===== src/rtl/tile_peak_detector.sv =====
// tile_peak_detector: tracks the strongest corner response per square tile and queues one keypoint per tile.
// Define TILE_PEAK_OVERLAY_EN to mark the previous frame's keypoints on pixout (8'hFF).
`timescale 1ns/1ps
module tile_peak_detector #(
  parameter int TILE_LOG2 = 6,
  parameter int TILES_X   = 10,
  parameter int TILES_Y   = 8,
  parameter int COORD_W   = 13,
  parameter int SCORE_W   = 8,
  parameter int THRESHOLD = 32,
  parameter int FIFO_LOG2 = 4
) (
  input  logic               clk,
  input  logic               rst,
  input  logic               en,
  input  logic [7:0]         pix,
  input  logic [SCORE_W-1:0] corner,
  input  logic [COORD_W-1:0] col,
  input  logic [COORD_W-1:0] row,
  output logic [7:0]         pixout,
  output logic               kp_valid,
  input  logic               kp_ready,
  output logic [COORD_W-1:0] kp_x,
  output logic [COORD_W-1:0] kp_y,
  output logic [SCORE_W-1:0] kp_score,
  output logic               frame_done,
  output logic [7:0]         kp_count,
  output logic               overflow
);
  localparam int TX_W  = (TILES_X > 1) ? $clog2(TILES_X) : 1;
  localparam int HI_W  = COORD_W - TILE_LOG2;
  localparam int REC_W = 2 * COORD_W + SCORE_W;
  localparam int DEPTH = 1 << FIFO_LOG2;
  localparam logic [TILE_LOG2-1:0] LAST_L  = '1;
  localparam logic [FIFO_LOG2:0]   PTR_ONE = (FIFO_LOG2 + 1)'(1);

  logic [HI_W-1:0]      tx, ty;
  logic [TILE_LOG2-1:0] lx, ly;
  logic [TX_W-1:0]      tx_idx;
  logic                 in_range, frame_start, tile_done, last_tile;

  assign tx          = col[COORD_W-1:TILE_LOG2];
  assign ty          = row[COORD_W-1:TILE_LOG2];
  assign lx          = col[TILE_LOG2-1:0];
  assign ly          = row[TILE_LOG2-1:0];
  assign tx_idx      = tx[TX_W-1:0];
  assign in_range    = en && (tx < HI_W'(TILES_X)) && (ty < HI_W'(TILES_Y));
  assign frame_start = in_range && (col == '0) && (row == '0);
  assign tile_done   = in_range && (lx == LAST_L) && (ly == LAST_L);
  assign last_tile   = tile_done && (tx == HI_W'(TILES_X - 1)) && (ty == HI_W'(TILES_Y - 1));

  // One accumulator per tile column; the raster scan only ever has one tile row open.
  logic [SCORE_W-1:0]   max_q  [TILES_X];
  logic [TILE_LOG2-1:0] argx_q [TILES_X];
  logic [TILE_LOG2-1:0] argy_q [TILES_X];

  logic [SCORE_W-1:0]   cur_max, cand_max;
  logic [TILE_LOG2-1:0] cur_x, cur_y, cand_x, cand_y;

  always_comb begin
    cur_max = frame_start ? '0 : max_q[tx_idx];
    cur_x   = frame_start ? '0 : argx_q[tx_idx];
    cur_y   = frame_start ? '0 : argy_q[tx_idx];
    // Strict compare so a tie keeps the earlier raster position.
    if (corner > cur_max) begin
      cand_max = corner;
      cand_x   = lx;
      cand_y   = ly;
    end else begin
      cand_max = cur_max;
      cand_x   = cur_x;
      cand_y   = cur_y;
    end
  end

  always_ff @(posedge clk or negedge rst) begin
    if (!rst) begin
      for (int i = 0; i < TILES_X; i++) begin
        max_q[i]  <= '0;
        argx_q[i] <= '0;
        argy_q[i] <= '0;
      end
    end else begin
      if (frame_start) begin
        for (int i = 0; i < TILES_X; i++) begin
          max_q[i]  <= '0;
          argx_q[i] <= '0;
          argy_q[i] <= '0;
        end
      end
      if (in_range) begin
        max_q[tx_idx]  <= tile_done ? '0 : cand_max;
        argx_q[tx_idx] <= tile_done ? '0 : cand_x;
        argy_q[tx_idx] <= tile_done ? '0 : cand_y;
      end
    end
  end

  // Keypoint FIFO, first-word fall-through. A record transfers on a cycle where
  // kp_valid && kp_ready at the rising edge; kp_* hold while kp_valid && !kp_ready.
  logic [REC_W-1:0]   mem_q [DEPTH];
  logic [FIFO_LOG2:0] wr_q, rd_q;
  logic [REC_W-1:0]   push_rec, head_rec;
  logic               fifo_empty, fifo_full, kp_push, pop, push_ok, drop;

  assign fifo_empty = (wr_q == rd_q);
  assign fifo_full  = (wr_q[FIFO_LOG2] != rd_q[FIFO_LOG2]) &&
                      (wr_q[FIFO_LOG2-1:0] == rd_q[FIFO_LOG2-1:0]);
  assign kp_push    = tile_done && (cand_max > SCORE_W'(THRESHOLD));
  assign pop        = !fifo_empty && kp_ready;
  assign push_ok    = kp_push && (!fifo_full || pop);
  assign drop       = kp_push && !push_ok;
  assign push_rec   = {col[COORD_W-1:TILE_LOG2], cand_x, row[COORD_W-1:TILE_LOG2], cand_y, cand_max};
  assign head_rec   = fifo_empty ? '0 : mem_q[rd_q[FIFO_LOG2-1:0]];

  assign kp_valid = !fifo_empty;
  assign kp_x     = head_rec[REC_W-1 -: COORD_W];
  assign kp_y     = head_rec[SCORE_W +: COORD_W];
  assign kp_score = head_rec[SCORE_W-1:0];

  always_ff @(posedge clk or negedge rst) begin
    if (!rst) begin
      wr_q <= '0;
      rd_q <= '0;
      for (int i = 0; i < DEPTH; i++) mem_q[i] <= '0;
    end else begin
      if (push_ok) begin
        mem_q[wr_q[FIFO_LOG2-1:0]] <= push_rec;
        wr_q <= wr_q + PTR_ONE;
      end
      if (pop) rd_q <= rd_q + PTR_ONE;
    end
  end

  logic [7:0] cnt_q, cnt_d, kp_count_q;
  logic       ovf_q, ovf_d, frame_done_q;

  always_comb begin
    cnt_d = frame_start ? 8'd0 : cnt_q;
    if (push_ok && (cnt_d != 8'hFF)) cnt_d = cnt_d + 8'd1;
    ovf_d = frame_start ? 1'b0 : ovf_q;
    if (drop) ovf_d = 1'b1;
  end

  always_ff @(posedge clk or negedge rst) begin
    if (!rst) begin
      cnt_q        <= '0;
      ovf_q        <= 1'b0;
      frame_done_q <= 1'b0;
      kp_count_q   <= '0;
    end else begin
      cnt_q        <= cnt_d;
      ovf_q        <= ovf_d;
      frame_done_q <= last_tile;
      if (last_tile) kp_count_q <= cnt_d;
    end
  end

  assign frame_done = frame_done_q;
  assign kp_count   = kp_count_q;
  assign overflow   = ovf_q;

  logic [7:0] pixout_q, pixout_d;

`ifdef TILE_PEAK_OVERLAY_EN
  localparam int MAP_N = TILES_X * TILES_Y;
  localparam int MAP_W = (MAP_N > 1) ? $clog2(MAP_N) : 1;

  // Each entry is rewritten only at its tile's last pixel, so it shows last frame's peak.
  logic                 map_v_q [MAP_N];
  logic [TILE_LOG2-1:0] map_x_q [MAP_N];
  logic [TILE_LOG2-1:0] map_y_q [MAP_N];
  logic [MAP_W-1:0]     map_idx;
  logic                 ovl_hit;

  assign map_idx  = MAP_W'(ty * HI_W'(TILES_X) + tx);
  assign ovl_hit  = in_range && map_v_q[map_idx] && (map_x_q[map_idx] == lx) && (map_y_q[map_idx] == ly);
  assign pixout_d = ovl_hit ? 8'hFF : pix;

  always_ff @(posedge clk or negedge rst) begin
    if (!rst) begin
      for (int i = 0; i < MAP_N; i++) begin
        map_v_q[i] <= 1'b0;
        map_x_q[i] <= '0;
        map_y_q[i] <= '0;
      end
    end else if (tile_done) begin
      map_v_q[map_idx] <= kp_push;
      map_x_q[map_idx] <= cand_x;
      map_y_q[map_idx] <= cand_y;
    end
  end
`else
  assign pixout_d = pix;
`endif

  always_ff @(posedge clk or negedge rst) begin
    if (!rst)    pixout_q <= '0;
    else if (en) pixout_q <= pixout_d;
  end

  assign pixout = pixout_q;
endmodule

===== config.mk =====
export PLATFORM = sky130hd
export DESIGN_NAME = tile_peak_detector
export DESIGN_NICKNAME = d
export VERILOG_FILES = /design/src/rtl/tile_peak_detector.sv
export SDC_FILE = /design/constraint.sdc
export NUM_CORES = 2
export LEC_CHECK = 0
export ABC_CLOCK_PERIOD_IN_PS = 6350
export BUFFER_PORTS_ARGS = -buffer_cell sky130_fd_sc_hd__buf_2
export CAP_MARGIN = 20
export CORE_MARGIN = 5
export CORE_UTILIZATION = 46
export DETAILED_ROUTE_END_ITERATION = 8
export HOLD_SLACK_MARGIN = 0.1
export PLACE_DENSITY = 0.72
export REMOVE_ABC_BUFFERS = 1
export SKIP_LAST_GASP = 1
export SLEW_MARGIN = 20
export SYNTH_ARGS = -nofsm -noshare
export SYNTH_HDL_FRONTEND = slang
export SYNTH_SLANG_ARGS = --single-unit

===== constraint.sdc =====
create_clock -name clk -period 6.35 [get_ports clk]
set_input_delay 0.3175 -clock clk [delete_from_list [all_inputs] [get_ports clk]]
set_output_delay 0.3175 -clock clk [all_outputs]
set_load 0.02 [all_outputs]

# After elaboration in Yosys (flattened, before gate mapping)
# Cells that the tools add are included.
# W data, S select, Z words.
[totals]
inputBits = 46
elab_cells = 141
output_inout_bits = 53
ff_bits = 780
[op_classes]
mux = 42
magnitude_cmp = 9
n_bitwise = 3
n_eq_ne = 8
n_reduce_logical = 23
add_sub_neg = 3
[op_table]
columns = ["operator", "count"]
rows = [
  ["$bwmux W544", 1],
  ["$mux W60", 4],
  ["$mux W80", 2],
  ["$bmux W34 S4", 1],
  ["$demux W34 S4", 1],
  ["$mux W34", 4],
  ["$bwmux W60", 2],
  ["$bwmux W80", 1],
  ["$mux W6", 11],
  ["$mux W8", 8],
  ["$bmux W6 S4", 2],
  ["$bmux W8 S4", 1],
  ["$demux W8 S4", 1],
  ["$logic_not A13 Y1", 2],
  ["$demux W6 S4", 1],
  ["$logic_and A1 B1 Y1", 16],
  ["$ge A5 B5 Y1 const B", 3],
  ["$not A4 Y5", 3],
  ["$lt A7 B4 Y1 const B", 2],
  ["$eq A6 B6 Y1 const B", 2],
  ["$add A5 B1 Y5 const B", 2],
  ["$lt A5 B1 Y1 const B", 2],
  ["$add A8 B1 Y8 const B", 1],
  ["$gt A8 B6 Y1 const B", 1],
  ["other kinds (11)", 14],
]

# Logic depth before layout (Yosys ltp)
[depth]
word_depth = 14
ltp_mapped = 22
mapped_depth_nobuf = 14

# Worst setup path before layout
# No wires, ideal clock.
[synth_timing]
kind = "in2reg"
start = "input port row[9]"
end = "register mem_q[470] in the netlist's numbering"
t_arrival_ns = 4.487
path_buffers = 4
setup_ns = 0.125
slack_ns = 1.738
required_time_ns = 6.225
stages = 17
cell_sequence = "or4_1 > nand3b_1 > or2_2 > clkbuf_1 > nand2_1 > ha_1 > nand4_1 > nor2_1 > o22ai_1 > buf_2 > mux2i_1 > o41ai_4 > o31ai_4 > buf_6 > nand3_4 > buf_6 > mux2_4"
[synth_between]
elab_chain_cells = 10
word_cells_on_any_way = 13
classes_between = "order compare (3); mux (2); reduce/logical (8)"
[synth_lines]
columns = ["item", "line", "source"]
rows = [
  ["start: declaration", "19", "input logic [COORD_W-1:0] row,"],
  ["$lt A7 B4 Y1", "47", "assign in_range = en && (tx < HI_W'(TILES_X)) && (ty < HI_W'(TILES_Y));"],
  ["$logic_and A1 B1 Y1", "47", ""],
  ["$logic_and A1 B1 Y1 (2 in series)", "48", "assign frame_start = in_range && (col == '0) && (row == '0);"],
  ["$mux W8", "61", "cur_max = frame_start ? '0 : max_q[tx_idx];"],
  ["$gt A8 B8 Y1", "65", "if (corner > cur_max) begin"],
  ["$mux W8", "65", ""],
  ["$gt A8 B6 Y1", "109", "assign kp_push = tile_done && (cand_max > SCORE_W'(THRESHOLD));"],
  ["$logic_and A1 B1 Y1 *", "109", ""],
  ["$logic_and A1 B1 Y1 *", "111", "assign push_ok = kp_push && (!fifo_full || pop);"],
  ["end signal: indexed assignment", "128", "mem_q[wr_q[FIFO_LOG2-1:0]] <= push_rec;"],
  ["end: declaration", "101", "logic [REC_W-1:0] mem_q [DEPTH];"],
]
# Every way passes the cells marked *; elsewhere a longest branch is shown, timed or not.
# A chain may end at the register's enable or synchronous reset.

# Worst setup path after layout
[layout_timing]
start = "input port col[6]"
end = "register mem_q[472] in the netlist's numbering"
[layout_between]
elab_chain_cells = 11
word_cells_on_any_way = 18
classes_between = "order compare (3); mux (5); bitwise (1); reduce/logical (9)"
[layout_lines]
columns = ["item", "line", "source"]
rows = [
  ["start: declaration", "18", "input logic [COORD_W-1:0] col,"],
  ["$lt A7 B4 Y1", "47", ""],
  ["$logic_and A1 B1 Y1 (2 in series)", "47", ""],
  ["$logic_and A1 B1 Y1 (2 in series)", "48", ""],
  ["$mux W8", "61", ""],
  ["$gt A8 B8 Y1", "65", ""],
  ["$mux W8", "65", ""],
  ["$gt A8 B6 Y1", "109", ""],
  ["$logic_and A1 B1 Y1 *", "109", ""],
  ["$logic_and A1 B1 Y1 *", "111", ""],
]
# Every way passes the cells marked *; elsewhere a longest branch is shown, timed or not. The select of a mux whose other input is x is not followed.

==> impl_metrics.csv <==
group,metric,value,unit
global_routing,first_global_vias,25800,
power,leakage,17.7,nW
min_path,hp-class,"in2reg",
synth,ys_async_sr_fraction,1.00,
die,start_util,0.465,
cts,cts_hold_buf,10,
timing,setup_viol_count_final,0,
global_routing,grt_pass1_wl,154,mm
die,die_w,287,um
drt,wirelength,98.8,mm
flow_run,drv_cap,0,
drt,dr.pass1.iters,8,
worst_setup_path,required,6.85,ns
worst_setup_path,cp.arrival,5.63,ns
synth,ys_ff_latch,780,
synth,yosysSeqAreaShare,0.552,
worst_setup_path,cp_slowest_cell,"o31ai_4",
worst_setup_path,cpPeakStageDelay,0.68,ns
finish,seqCellArea,19500,um2
worst_setup_path,crit_chain,"buf_4, buf_4, mux4_2, o22ai_1, nor2_1, inv_1, ha_1, nand4_1, nor2_1, o22ai_2, buf_4, o41ai_4, o31ai_4, buf_4, nand3_4, mux2_4",
worst_setup_path,critPathKind,"in2reg",
cts,cts_buffers,78,
timing,slew_headroom,0.225,
finish,area_growth,11.4,%
timing,finalMaxSlewViolations,0,
cts,cts_resized,0,
drt,ant_nets,0,
synth,synth_edf_count,0,
die,boundaryPins,99,
worst_setup_path,cp_max_fo,54,
drt,drc,0,
timing,tightest_slew,1.16,ns
drt,drtIter0Drc,3066,
global_routing,grtUsageTotal,0.240,
cts,cts-root-buf,"clkbuf_16",
finish,final_common_cell,"o21ai_0",
drt,num_vias,24900,
finish,fill_cells,6494,
synth,yosysUniqueCellTypes,67,
die,dieArea,82500,um2
drt,avgRoutedWirePerCell,24.7,um
die,placement_rows,101,
finish,fin_util,0.517,
finish,most-common-layout-cells,"783 x o21ai_0, 776 x dfrtp_1, 199 x mux4_2",
synth,ys.warnings.count,0,
timing,final.min_clock_period,5.13,ns
finish,nets,2971,
cts,cts_tree,"built",
worst_setup_path,critPathCaptureType,"register",
placement,io_buffers,98,
synth,syn_area,35300,um2
timing,max_clock_freq,195,MHz
synth,syn_inst,2921,
worst_setup_path,critPathLaunchType,"input pin",
drt,via_per_inst,6.22,
power,powerDensity,284,nW/um2
global_routing,grt_antenna_before_repair,3,
die,coreArea,76100,um2
cts,htreeDepth,3,
timing,finalHoldViolCount,0,
timing,fin_worst_hold_slack,0.147,ns
timing,fin_crit_sh,0.808,
synth,syn_area_per_cell,12.1,um2
finish,layout-drive-gt1-share,0.223,
timing,clock_skew,0.0228,ns
cts,cts_max_path_buffers,3,
die,die_height,287,um
worst_setup_path,crit_top_cell,"buf_4",
cts,clk_pin_slew,0.06,ns
cts,cts_sinks,780,
global_routing,gr-total-overflow,0,
cts,cts_setup_buffers,0,
power,ir_drop,0.000307,V
status,status,"completed",
cts,insertion_delay,0.63,ns
synth,synth_flop_cell,"dfrtp_1",
timing,rsz0062_at_grt,"no",
finish,multi_input_area,14600,um2
placement,place_congestion,0.875,
power,total_power,11.2,mW
placement,dp_hpwl,57.4,mm
global_routing,grt_start_max_net_pins,188,
timing,tns,0,ns
## routing by layer
| metal | vias up | wire length, um | part of all wire | track usage |
|---|---|---|---|---|
| met5 | - | 0 | 0 | 0 |
| met4 | 0 | 3430 | 0.035 | 0.0794 |
| met3 | 237 | 8650 | 0.087 | 0.0531 |
| met2 | 1150 | 47000 | 0.48 | 0.385 |
| met1 | 12800 | 39800 | 0.40 | 0.328 |
| li1 | 10700 | - | - | - |
## where the power goes
group / leakage [nW] / switching (mW) / internal (mW)
combinational: 5.64 / 0.967 / 0.577
sequential: 10.9 / 0.102 / 5.01
clock: 1.23 / 1.96 / 2.57
total: 17.7 / 3.02 / 8.16
## synth_stat cells, types with 7 or more instances
cell      count  area, um2
buf_2        25        125
o21ai_1      30        150
o21ai_0     783       3920
mux2_2      107       1200
buf_1        21       78.8
mux4_2      199       4480
nand2b_1     25        156
buf_6        11        124
inv_1        11       41.3
mux2i_1      39        390
dfrtp_1     780      19500
a22o_1       80        701
nand3_1     111        556
nand2_1      71        267
nand4_1      10       62.6
and2_1      117        732
nor2_1       63        236
a22oi_1      15        113
nand3_4       7        123
or2_2         9       56.3
a21oi_1      26        130
xnor2_1      12        105
nor2b_1      40        250
o22ai_1       7       43.8
ha_1         14        175
clkbuf_1    204        766
clkbuf_2     24        120
a31oi_1       7       43.8
## per-stage QoR
| step | cells | setup slack, ns | area (um2) |
|---|---|---|---|
| final | 4004 | 1.22 | 39400 |
| after floorplan | 2633 | -5.25 | 34100 |
| after detailed placement | 3850 | 0.686 | 36700 |
| after global routing | 4002 | 1.02 | 39400 |
| after global placement | 3849 | 0.773 | 36700 |
| after CTS | 4001 | 1.31 | 39300 |
## final timing paths
kind                            startpoint          to  slack [ns]  cells past startpoint
worst min-delay path               row[12]  frame_done        0.15                      4
worst max-delay path                col[6]  mem_q[472]        1.22                     16
worst max register to register   max_q[54]  mem_q[472]        1.46                     13
max in group asynchronous              rst     rd_q[1]        4.49                      3
worst min register to register  mem_q[270]  mem_q[270]        0.48                      1
min in group asynchronous              rst   max_q[59]        0.35                      2
## final cells by class
cell class | count | area share
tap | 1030 | 0.0327
multi-input combinational | 1842 | 0.371
timing repair buffer | 198 | 0.0355
antenna | 2 | 0.000127
clock buffer | 120 | 0.0579
inverter | 11 | 0.00105
sequential | 780 | 0.496
clock inverter | 21 | 0.00559
## sequential cells by signal (all words and copies together) (netlist names)
name / flops
argx_q: 60
argy_q: 60
max_q: 80
mem_q: 544
rd_q: 5
frame_done: 1
overflow: 1
kp_count: 8
wr_q: 5
cnt_q: 8
pixout: 8
## worst max-delay path: cells and delay by family
family	cells	cell delay [ns]
AO/OA/AOI/OAI	4	1.41
adder cells (fa/ha/maj)	1	0.25
buffers and inverters	5	1.74
multiplexers	2	1.05
AND/OR/NAND/NOR	4	0.78
## cells by family after synthesis
kind of cell,after synthesis,synth area share
AOI/OAI and AO/OA,975,0.152
xor gates and xnor gates,14,0.00347
adders and majority gates,14,0.00496
buffers and inverters,299,0.0369
DFF,780,0.552
muxes,350,0.174
and+or+nand+nor,489,0.0766
No activity file was read; power rests on OpenSTA's default activity.
